<file path="src/rtl/block_array_ctrl.sv">
// Scheduler and owner of the 8x8 stacker block array: clear sweep, optional scroll sweep
// (BLOCK_ARRAY_CTRL_SCROLL_EN), single-row writes and a registered pixel read port.
module block_array_ctrl (
  input  logic       clk,
  input  logic       reset,
  input  logic       clr_req,
  input  logic       scroll_req,
  input  logic       wr_req,
  input  logic [2:0] wr_row,
  input  logic [7:0] wr_data,
  output logic       wr_ack,
  input  logic       rd_valid,
  input  logic [2:0] rd_row,
  input  logic [2:0] rd_col,
  output logic       rd_pixel,
  output logic       busy,
  output logic       clr_done,
  output logic [1:0] state
);

  typedef enum logic [1:0] {
    ST_IDLE   = 2'b00,
    ST_CLEAR  = 2'b01,
    ST_SCROLL = 2'b10
  } state_e;

  state_e     state_q, state_d;
  logic [2:0] cnt_q, cnt_d;
  logic [7:0] arr_q [8];
  logic [7:0] arr_d [8];
  logic       clr_pend_q, clr_pend_d;
  logic       scr_pend_q, scr_pend_d;
  logic       wr_ack_q, wr_ack_d;
  logic       clr_done_q, clr_done_d;
  logic       busy_q;
  logic       rd_pixel_q;

`ifndef BLOCK_ARRAY_CTRL_SCROLL_EN
  logic unused_scroll;
  assign unused_scroll = scroll_req;
`endif

  // Next-state, sweep and write arbitration logic
  always_comb begin
    state_d    = state_q;
    cnt_d      = cnt_q;
    arr_d      = arr_q;
    wr_ack_d   = 1'b0;
    clr_done_d = 1'b0;
    clr_pend_d = clr_pend_q | clr_req;
`ifdef BLOCK_ARRAY_CTRL_SCROLL_EN
    scr_pend_d = scr_pend_q | scroll_req;
`else
    scr_pend_d = 1'b0;
`endif
    case (state_q)
      ST_IDLE: begin
        if (clr_pend_q) begin
          // A request arriving on the start cycle re-arms the flag
          state_d    = ST_CLEAR;
          cnt_d      = 3'd0;
          clr_pend_d = clr_req;
`ifdef BLOCK_ARRAY_CTRL_SCROLL_EN
        end else if (scr_pend_q) begin
          state_d    = ST_SCROLL;
          cnt_d      = 3'd7;
          scr_pend_d = scroll_req;
`endif
        end else if (wr_req && !wr_ack_q) begin
          arr_d[wr_row] = wr_data;
          wr_ack_d      = 1'b1;
        end else begin
          state_d = ST_IDLE;
        end
      end
      ST_CLEAR: begin
        arr_d[cnt_q] = 8'h00;
        if (cnt_q == 3'd7) begin
          state_d    = ST_IDLE;
          clr_done_d = 1'b1;
        end else begin
          cnt_d = cnt_q + 3'd1;
        end
      end
`ifdef BLOCK_ARRAY_CTRL_SCROLL_EN
      ST_SCROLL: begin
        // Bottom-up copy so every source row is read before it is overwritten
        if (cnt_q == 3'd0) begin
          arr_d[0] = 8'h00;
          state_d  = ST_IDLE;
        end else begin
          arr_d[cnt_q] = arr_q[cnt_q - 3'd1];
          cnt_d        = cnt_q - 3'd1;
        end
      end
`endif
      default: begin
        state_d = ST_IDLE;
      end
    endcase
  end

  // State, array and output registers with synchronous reset
  always_ff @(posedge clk) begin
    if (reset) begin
      state_q    <= ST_IDLE;
      cnt_q      <= 3'd0;
      clr_pend_q <= 1'b0;
      scr_pend_q <= 1'b0;
      wr_ack_q   <= 1'b0;
      clr_done_q <= 1'b0;
      busy_q     <= 1'b0;
      rd_pixel_q <= 1'b0;
      for (int i = 0; i < 8; i++) begin
        arr_q[i] <= 8'h00;
      end
    end else begin
      state_q    <= state_d;
      cnt_q      <= cnt_d;
      clr_pend_q <= clr_pend_d;
      scr_pend_q <= scr_pend_d;
      wr_ack_q   <= wr_ack_d;
      clr_done_q <= clr_done_d;
      busy_q     <= (state_d != ST_IDLE);
      rd_pixel_q <= rd_valid ? arr_q[rd_row][3'd7 - rd_col] : 1'b0;
      for (int i = 0; i < 8; i++) begin
        arr_q[i] <= arr_d[i];
      end
    end
  end

  assign wr_ack   = wr_ack_q;
  assign clr_done = clr_done_q;
  assign busy     = busy_q;
  assign rd_pixel = rd_pixel_q;
  assign state    = state_q;

endmodule
</file>
<file path="config.mk">
export PLATFORM = sky130hd
export DESIGN_NAME = block_array_ctrl
export DESIGN_NICKNAME = d
export VERILOG_FILES = /design/src/rtl/block_array_ctrl.sv
export SDC_FILE = /design/constraint.sdc
export NUM_CORES = 1
export LEC_CHECK = 0
export ABC_AREA = 1
export BUFFER_PORTS_ARGS = -buffer_cell sky130_fd_sc_hd__buf_2
export CAP_MARGIN = 0
export CORE_MARGIN = 3
export CORE_UTILIZATION = 45
export CTS_BUF_LIST = sky130_fd_sc_hd__clkbuf_16
export DETAILED_ROUTE_END_ITERATION = 10
export PLACE_DENSITY = 0.74
export SYNTH_ARGS = -nofsm -noshare
export SYNTH_HDL_FRONTEND = slang
export SYNTH_SLANG_ARGS = --single-unit
</file>
<file path="constraint.sdc">
create_clock -name clk -period 1.9 [get_ports clk]
set_input_delay 0.38 -clock clk [delete_from_list [all_inputs] [get_ports clk]]
set_output_delay 0.38 -clock clk [all_outputs]
set_load 0.03 [all_outputs]
</file>
==> impl_metrics.tcl <==
set metrics [dict create \
    htree_num_levels 3 \
    ios 29 \
    avgSynthCellArea_um2 6.73 \
    cts_buffer_depth 2 \
    instances_no_fill 646 \
    whs_ns 0.256 \
    cts_made_buffers 9 \
    fillers 708 \
    vias_per_cell 5.35 \
    die_area_um2 8820 \
    synth_cell_types 28 \
    max_freq_ghz 0.598 \
    worst_setup_path_start_kind "register" \
    use_met1_pct 30.4 \
    cts_setup_buffers 0 \
    relSlewSlack_pct 57.7 \
    use_met3_pct 3.69 \
    grt_util_all_layers_pct 22.6 \
    timing.setup.tns_ns 0 \
    synthToLayoutAreaGrowth_pct 16.0 \
    grt.busiest_layer "met2" \
    path_class "register to register" \
    worst_pin_slew_ns 0.635 \
    antenna_found_initial 0 \
    multi_input_area_um2 1790 \
    synth_area_leaders "dfxtp_1 (43%), nand2_1 (23%), a21oi_1 (10%)" \
    portBuffers 27 \
    drv_cap 0 \
    die_w_um 93.9 \
    rsz0062_at_grt "false" \
    required_ns 2.16 \
    fin_area_um2 4040 \
    place_ws_ns 0.186 \
    outcome "complete, no violations" \
    synth_top_area_share_pct 42.6 \
    fin_crit_sh_pct 88.0 \
    routabilityCongestion 0.931 \
    cts_resized 0 \
    syn_area_um2 3480 \
    power.density_nw_per_um2 882 \
    drt_pre_antenna_iters 5 \
    yosysWarnings 0 \
    placed_cell_area_um2 3750 \
    nNetsFinal 568 \
    cts.sinks 74 \
    skew_ns 0.00456 \
    synth_cells 517 \
    fin_crit_ns 1.67 \
    postRouteAntennaNets 0 \
    setup_viol 0 \
    p_leak_nw 1.53 \
    drive_gt1_share_pct 12.8 \
    drv_slew 0 \
    grt_pass1_wl_um 15200 \
    grt_pass1_vias 3081 \
    placed_cells 630 \
    hold_class "input port to register" \
    antenna_cells 0 \
    rr_startpoint "clr_pend_q" \
    initial_utilization_pct 47.2 \
    grt-ovfl-total 0 \
    synth_top_area_cell "dfxtp_1" \
    cp-end-kind "register" \
    cts_root_buf "clkbuf_16" \
    cp.arrival_ns 1.93 \
    postCtsHoldBufs 0 \
    met2_usage_pct 35.1 \
    layout_common_cells "nand2_1 (216), dfxtp_1 (74), a21oi_1 (71)" \
    core_um2 7370 \
    synth_seq_cells 74 \
    ir_drop_uv 562 \
    rows 31 \
    setup_slack_ns 0.228 \
    worstPathMaxFanout 8 \
    dieHeight_um 93.9 \
    ys_seq_area_share_pct 42.6 \
    crit_path_start "clr_pend_q" \
    clk_latency_ns 0.34 \
    synth_nets 543 \
    hpwl_um 6340 \
    layout_commonest_cell "nand2_1" \
    wl_um 9490 \
    wl_per_cell_um 14.7 \
    grt_max_degree 34 \
    vias 3458 \
    detail_route.iter0.violations 268 \
    finalHoldViolCount 0 \
    regArea_um2 1480 \
    cts_tree "yes" \
    clkSlewWorstSetupHoldPaths_ns 0.05 \
    worst_hold_startpoint "clr_req" \
    drc 0 \
]
-- stage by stage --
stage / power (mW) / utilization, %
floorplan: 1.84 / -
global placement: 1.94 / 50.8
detailed placement: 1.95 / 50.8
CTS: 3.57 / 54.8
global route: 3.68 / 54.8
finish: 3.56 / 54.8
-- sequential cells by signal, summed over array words and instances (netlist names) --
| name | cells |
|---|---|
| rd_pixel | 1 |
| clr_pend_q | 1 |
| arr_q | 64 |
| cnt_q | 3 |
| state | 2 |
| busy | 1 |
| wr_ack | 1 |
| clr_done | 1 |
-- worst max-delay path, stage by stage (launching register included) --
cell	delay, ns
dfxtp_1	0.30
inv_1	0.12
nand3_1	0.13
nand2_1	0.09
inv_2	0.04
nor2_4	0.18
o21ai_0	0.18
nor2_2	0.32
nand2_1	0.08
a21oi_1	0.16
-- cell usage after synthesis, drive strengths merged --
cell type	instances
nand2	216
dfxtp	74
a21oi	71
nand3	64
inv	25
clkbuf	21
nor2	15
buf	7
nor3	5
ha	3
nor4	3
o21ai	3
o31ai	3
a31oi	2
a211oi	1
conb	1
nand4	1
o211ai	1
o22ai	1
-- logic make-up (layout without fill, tap and decap cells) --
| group | count (synthesis) | in the layout | synth area share (%) |
|---|---|---|---|
| compound gates | 82 | 82 | 12.9 |
| fa+ha+maj | 3 | 3 | 1.08 |
| buf+inv | 53 | 83 | 6.04 |
| flops | 74 | 74 | 42.6 |
| other cells | 1 | 1 | 0.108 |
| simple gates | 304 | 304 | 37.3 |
-- final cells by class --
type                       instances  area share [%]
clock inverter                     7            1.55
clock buffer                       9            5.58
inverter                          25            2.33
sequential                        74            36.7
timing repair buffer              42            6.45
multi-input combinational        390            44.3
tap                               99            3.07
-- path summary, 6_finish.rpt --
path | to | slack [ns] | depth (start not counted)
max | arr_q[25] | 0.23 | 9
min | clr_pend_q | 0.26 | 3
max reg2reg | arr_q[25] | 0.23 | 9
min reg2reg | arr_q[12] | 0.46 | 2
-- power breakdown --
part	total, mW	leakage, nW	switching, mW	internal, mW
sequential	1.60	0.598	0.0169	1.58
clock	1.64	0.145	0.634	1.00
combinational	0.328	0.786	0.233	0.0950
-- layer usage --
layer	up-vias	part of all wire (%)
li1	1729	-
met1	1573	44
met2	133	45
met3	23	8.1
met4	0	3.0
met5	-	0
(Power assumes the default switching activity.)
